`src/rtl/rbcp_reg_responder.sv`:
```
// RBCP local-bus slave: R/W configuration byte bank, read-only status window
// and a write-only command-pulse register, acknowledged after ACK_LAT cycles.
module rbcp_reg_responder #(
    parameter logic [31:0]           BASE_ADDR = 32'h0000_0000,
    parameter int unsigned           NUM_REGS  = 16,
    parameter int unsigned           NUM_STAT  = 8,
    parameter int unsigned           ACK_LAT   = 2,
    parameter logic [NUM_REGS*8-1:0] REG_INIT  = '0
) (
    input  logic                  CLK,
    input  logic                  RSTn,
    input  logic                  LOC_ACT,
    input  logic [31:0]           LOC_ADDR,
    input  logic [7:0]            LOC_WD,
    input  logic                  LOC_WE,
    input  logic                  LOC_RE,
    output logic                  LOC_ACK,
    output logic [7:0]            LOC_RD,
    output logic [NUM_REGS*8-1:0] REG_OUT,
    input  logic [NUM_STAT*8-1:0] STAT_IN,
    output logic [7:0]            CMD_PULSE,
    output logic                  BUSY
);

    // WAIT is entered in cycle 1 and ACK must land in cycle ACK_LAT.
    localparam logic [1:0] WAIT_LOAD = (ACK_LAT > 2) ? 2'(ACK_LAT - 2) : 2'd0;

    typedef enum logic [1:0] {
        S_IDLE,
        S_WAIT,
        S_ACK
    } state_t;

    state_t                  state;
    state_t                  state_nxt;
    logic [1:0]              cnt;
    logic [NUM_REGS*8-1:0]   reg_q;
    logic [7:0]              rd_q;
    logic [7:0]              cmd_q;
    logic [7:0]              rd_data;
    logic [31:0]             offset;
    logic                    hit_reg;
    logic                    hit_cmd;
    logic                    hit_stat;
    logic                    req;

    // Modulo subtraction makes addresses below BASE_ADDR wrap to huge offsets.
    assign offset   = LOC_ADDR - BASE_ADDR;
    assign hit_reg  = (offset < NUM_REGS);
    assign hit_cmd  = (offset == 32'h0000_007F);
    assign hit_stat = (offset >= 32'h0000_0080) && (offset < 32'h0000_0080 + NUM_STAT);
    assign req      = (state == S_IDLE) && LOC_ACT && (LOC_WE || LOC_RE)
                      && (hit_reg || hit_cmd || hit_stat);

    always_comb begin
        rd_data = '0;
        for (int unsigned i = 0; i < NUM_REGS; i++) begin
            if (offset == i) rd_data = reg_q[i*8 +: 8];
        end
        for (int unsigned j = 0; j < NUM_STAT; j++) begin
            if (offset == 32'h0000_0080 + j) rd_data = STAT_IN[j*8 +: 8];
        end
    end

    always_ff @(posedge CLK or negedge RSTn) begin
        if (!RSTn) state <= S_IDLE;
        else       state <= state_nxt;
    end

    always_comb begin
        state_nxt = state;
        case (state)
            S_IDLE: if (req) state_nxt = (ACK_LAT <= 1) ? S_ACK : S_WAIT;
            S_WAIT: begin
                if (!LOC_ACT)      state_nxt = S_IDLE;
                else if (cnt == 0) state_nxt = S_ACK;
            end
            S_ACK:   state_nxt = S_IDLE;
            default: state_nxt = S_IDLE;
        endcase
    end

    always_ff @(posedge CLK or negedge RSTn) begin
        if (!RSTn) begin
            reg_q <= REG_INIT;
            rd_q  <= '0;
            cmd_q <= '0;
            cnt   <= '0;
        end else begin
            cmd_q <= '0;
            if (req) begin
                cnt <= WAIT_LOAD;
                // Write wins over a simultaneous read and returns zero data.
                if (LOC_WE) begin
                    rd_q <= '0;
                    if (hit_cmd) cmd_q <= LOC_WD;
                    for (int unsigned i = 0; i < NUM_REGS; i++) begin
                        if (offset == i) reg_q[i*8 +: 8] <= LOC_WD;
                    end
                end else begin
                    rd_q <= rd_data;
                end
            end else if ((state == S_WAIT) && (cnt != 0)) begin
                cnt <= cnt - 2'd1;
            end
        end
    end

    assign LOC_ACK   = (state == S_ACK);
    assign LOC_RD    = LOC_ACK ? rd_q : '0;
    assign BUSY      = (state != S_IDLE);
    assign REG_OUT   = reg_q;
    assign CMD_PULSE = cmd_q;

endmodule

```
`config.mk`:
```
export PLATFORM = sky130hd
export DESIGN_NAME = rbcp_reg_responder
export DESIGN_NICKNAME = d
export VERILOG_FILES = /design/src/rtl/rbcp_reg_responder.sv
export SDC_FILE = /design/constraint.sdc
export NUM_CORES = 1
export LEC_CHECK = 0
export CORE_MARGIN = 10
export CORE_UTILIZATION = 35
export CTS_CLUSTER_SIZE = 28
export DETAILED_ROUTE_END_ITERATION = 12
export SETUP_SLACK_MARGIN = 0.05
export SYNTH_ARGS = -nofsm -noshare
export SYNTH_HDL_FRONTEND = slang
export SYNTH_SLANG_ARGS = --single-unit
```
`constraint.sdc`:
```
create_clock -name CLK -period 2.5 [get_ports CLK]
set_input_delay 0.5 -clock CLK [delete_from_list [all_inputs] [get_ports CLK]]
set_output_delay 0.5 -clock CLK [all_outputs]
set_load 0.005 [all_outputs]
```
==> results.yml <==
run_status:
  status: "finished clean"
synth:
  yosys.cell_count.top_type: "dfrtp_1"
  seq_area_frac_synth: 0.465
  synthTopCellsByCount: "148 x dfrtp_1, 133 x mux2_2, 43 x nor2_1"
  ys.flop_type: "dfrtp_1"
  netlist_area_um2: 7970
  yosysWarnings: 0
  ys_ff_latch: 148
  syn_area_per_cell_um2: 11.1
  synthTopCellsByArea: "dfrtp_1 46%, mux2_2 19%, mux4_2 2.5%"
  synth_edf_count: 0
  synth.distinct_cells: 66
  yosys.area.top_type: "dfrtp_1"
  synth_top_area_share: 0.465
  syn_nets: 830
  async_reset_ff_frac: 1.00
  synthCells: 720
routing:
  dr.pass1.iters: 5
  drc: 0
  vias: 7540
  drt-vias-per-instance: 5.53
  wl_per_cell_um: 25.9
  dr.first_iter.drc_count: 582
  wirelength_um: 35400
  drtAntennaViolNets: 0
grt:
  grt_max_degree: 64
  grt_pass1_wl_um: 51400
  grt_usage: 0.236
  globalRouteOverflowTotal: 0
  grt_antenna_before_repair: 0
  grt_pass1_vias: 7751
flow_run:
  maxCapViolations: 0
worst_setup_path:
  cpPeakStageDelay_ns: 0.36
  worstPathArrival_ns: 2.68
  slowest_stage: "and3_4"
  critPathMaxFanout: 8
  crit_path_end_kind: "flop"
  worstSetupStartpointType: "primary input"
  path_buf_inv: 3
  cp_top_family: "simple AND/OR/NAND/NOR gates"
  cp_cell_sequence: "clkdlybuf4s15_1 > nor4_4 > buf_4 > nand4b_1 > or2_4 > buf_12 > nor3_4 > and3_4 > mux2_4"
  required_ns: 2.81
  critPathKind: "in2reg"
floorplan:
  die_h_um: 171
  die_area_um2: 29200
  num_rows: 55
  initial_core_util: 0.354
  pin_count: 255
  fp.dieW_um: 171
  fp.coreArea_um2: 22500
clocking:
  path_clk_slew_ns: 0.06
  ctsHoldBuffers: 0
  cts.sinks: 148
  tritoncts: "done"
  cts_buffers: 17
  cts_root_buffer: "clkbuf_16"
  clockBufferDepth: 2
  cts.htree.levels: 4
  clk_latency_ns: 0.43
cells_and_area:
  fin_nets: 1177
  drive_above_1_share: 0.339
  num_antenna_cells: 0
  postLayoutCoreUtil: 0.562
  areaGrowthSynthToFinish_pct: 58.6
  final_cell_area_um2: 12600
power_and_ir_drop:
  cellPowerDensity_nw_per_um2: 447
  ir_drop_v: 0.000448
  power.leakage_nw: 5.75
  power_mw: 5.66
timing:
  fin_skew_ns: 0.00787
  rsz0062_at_grt: "false"
  period_needed_ns: 2.37
  finalHoldViolations: 0
  fin_crit_sh: 0.948
  maxSlewHeadroom: 0.698
  maxSlewViolCount: 0
  finalSetupViolations: 0
  worstMarginPinSlew_ns: 0.448
  fmax_ghz: 0.422
placed_design:
  place_area_um2: 11900
  dp_hpwl_um: 26500
  place_congestion: 0.901
  portBuffers: 254
worst_hold_path:
  min_path_type: "in2async"
per-layer routing:
| metal | vias up | track usage | part of all wire |
|---|---|---|---|
| met2 | 320 | 0.385 | 0.47 |
| li1 | 3394 | - | - |
| met4 | 0 | 0.0514 | 0.012 |
| met1 | 3796 | 0.300 | 0.42 |
| met5 | - | 0 | 0 |
| met3 | 30 | 0.0744 | 0.090 |
final timing paths:
path	slack, ns	startpoint	cells after the start	end
min in group CLK	0.53	REG_OUT[81]	1	REG_OUT[81]
setup / recovery	0.13	LOC_ADDR[30]	9	REG_OUT[29]
setup reg to reg	0.26	state[0]	7	REG_OUT[105]
max in group asynchronous	1.79	RSTn	2	REG_OUT[121]
hold reg to reg	0.53	REG_OUT[81]	1	REG_OUT[81]
hold / removal	0.0002	RSTn	1	REG_OUT[38]
cell type report:
type,count,area [um^2]
well taps,285,357
multi-input cells,512,4360
clock buffers,19,443
clock inverters,12,154
inverters,13,48.8
flip-flops and latches,148,3700
fillers,1959,9860
repair buffers,375,3570
registers in the layout, indices dropped and copies added, names as in the netlist:
name / flops
REG_OUT: 128
rd_q: 8
cnt: 2
CMD_PULSE: 8
state: 2
metrics by stage:
stage	hold slack (ns)	setup TNS [ns]	worst slack [ns]	cells
after global placement	0.456	-98.30	-0.756	1327
after detailed placement	0.463	-104.00	-0.889	1327
final	0.000200	0	0.130	1364
after global routing	0.0242	0	0.0493	1364
after floorplan	0.204	-13.66	-0.200	720
after CTS	0.00817	0	0.0522	1360
cell families after synthesis:
kind of cell             after synthesis  share of synthesized area
AO/OA/AOI/OAI                        152                      0.130
XOR/XNOR                               2                    0.00220
adder cells (fa/ha/maj)                1                    0.00157
buffers and inverters                 60                     0.0300
flip-flops                           148                      0.465
multiplexers                         161                      0.238
AND/OR/NAND/NOR                      196                      0.134
power by group:
part	total, mW	internal, mW	switching (mW)
Clock	2.65	1.59	1.05
Combinational	0.614	0.283	0.331
Sequential	2.40	2.40	0.0000000279
repair_timing:
| action | CTS | global route |
|---|---|---|
| pin swaps | 14 | 19 |
| buffers inserted | 2 | 3 |
| endpoints found under the setup margin | 144 | 144 |
| cloned | 0 | 1 |
| gates resized for setup | 49 | 43 |
placed cells by master (no fill, tap or decap), drive strengths merged, types with 4 or more instances in the layout:
cell,netlist,routed
clkinv,1,5
dlymetal6s2s,0,4
mux2i,13,13
a221oi,6,6
nor2b,11,11
nand2,40,40
nand4,5,5
o211ai,8,8
mux4,9,9
nand2b,6,6
dfrtp,148,148
a21oi,36,36
clkdlybuf4s15,0,5
a31oi,6,6
and2,19,19
or2,6,6
a2bb2oi,4,4
o221ai,6,6
buf,12,124
inv,12,14
nor2,46,46
o32ai,5,5
and3,4,4
mux2,139,139
or3,8,8
nand3,10,10
o21ai,35,35
o22ai,5,5
clkdlybuf4s50,0,221
a22oi,5,5
nor3,24,24
nor4,10,10
clkbuf,35,28
dlygate4sd2,0,12
Note: power is estimated with default switching activity, not from simulation.
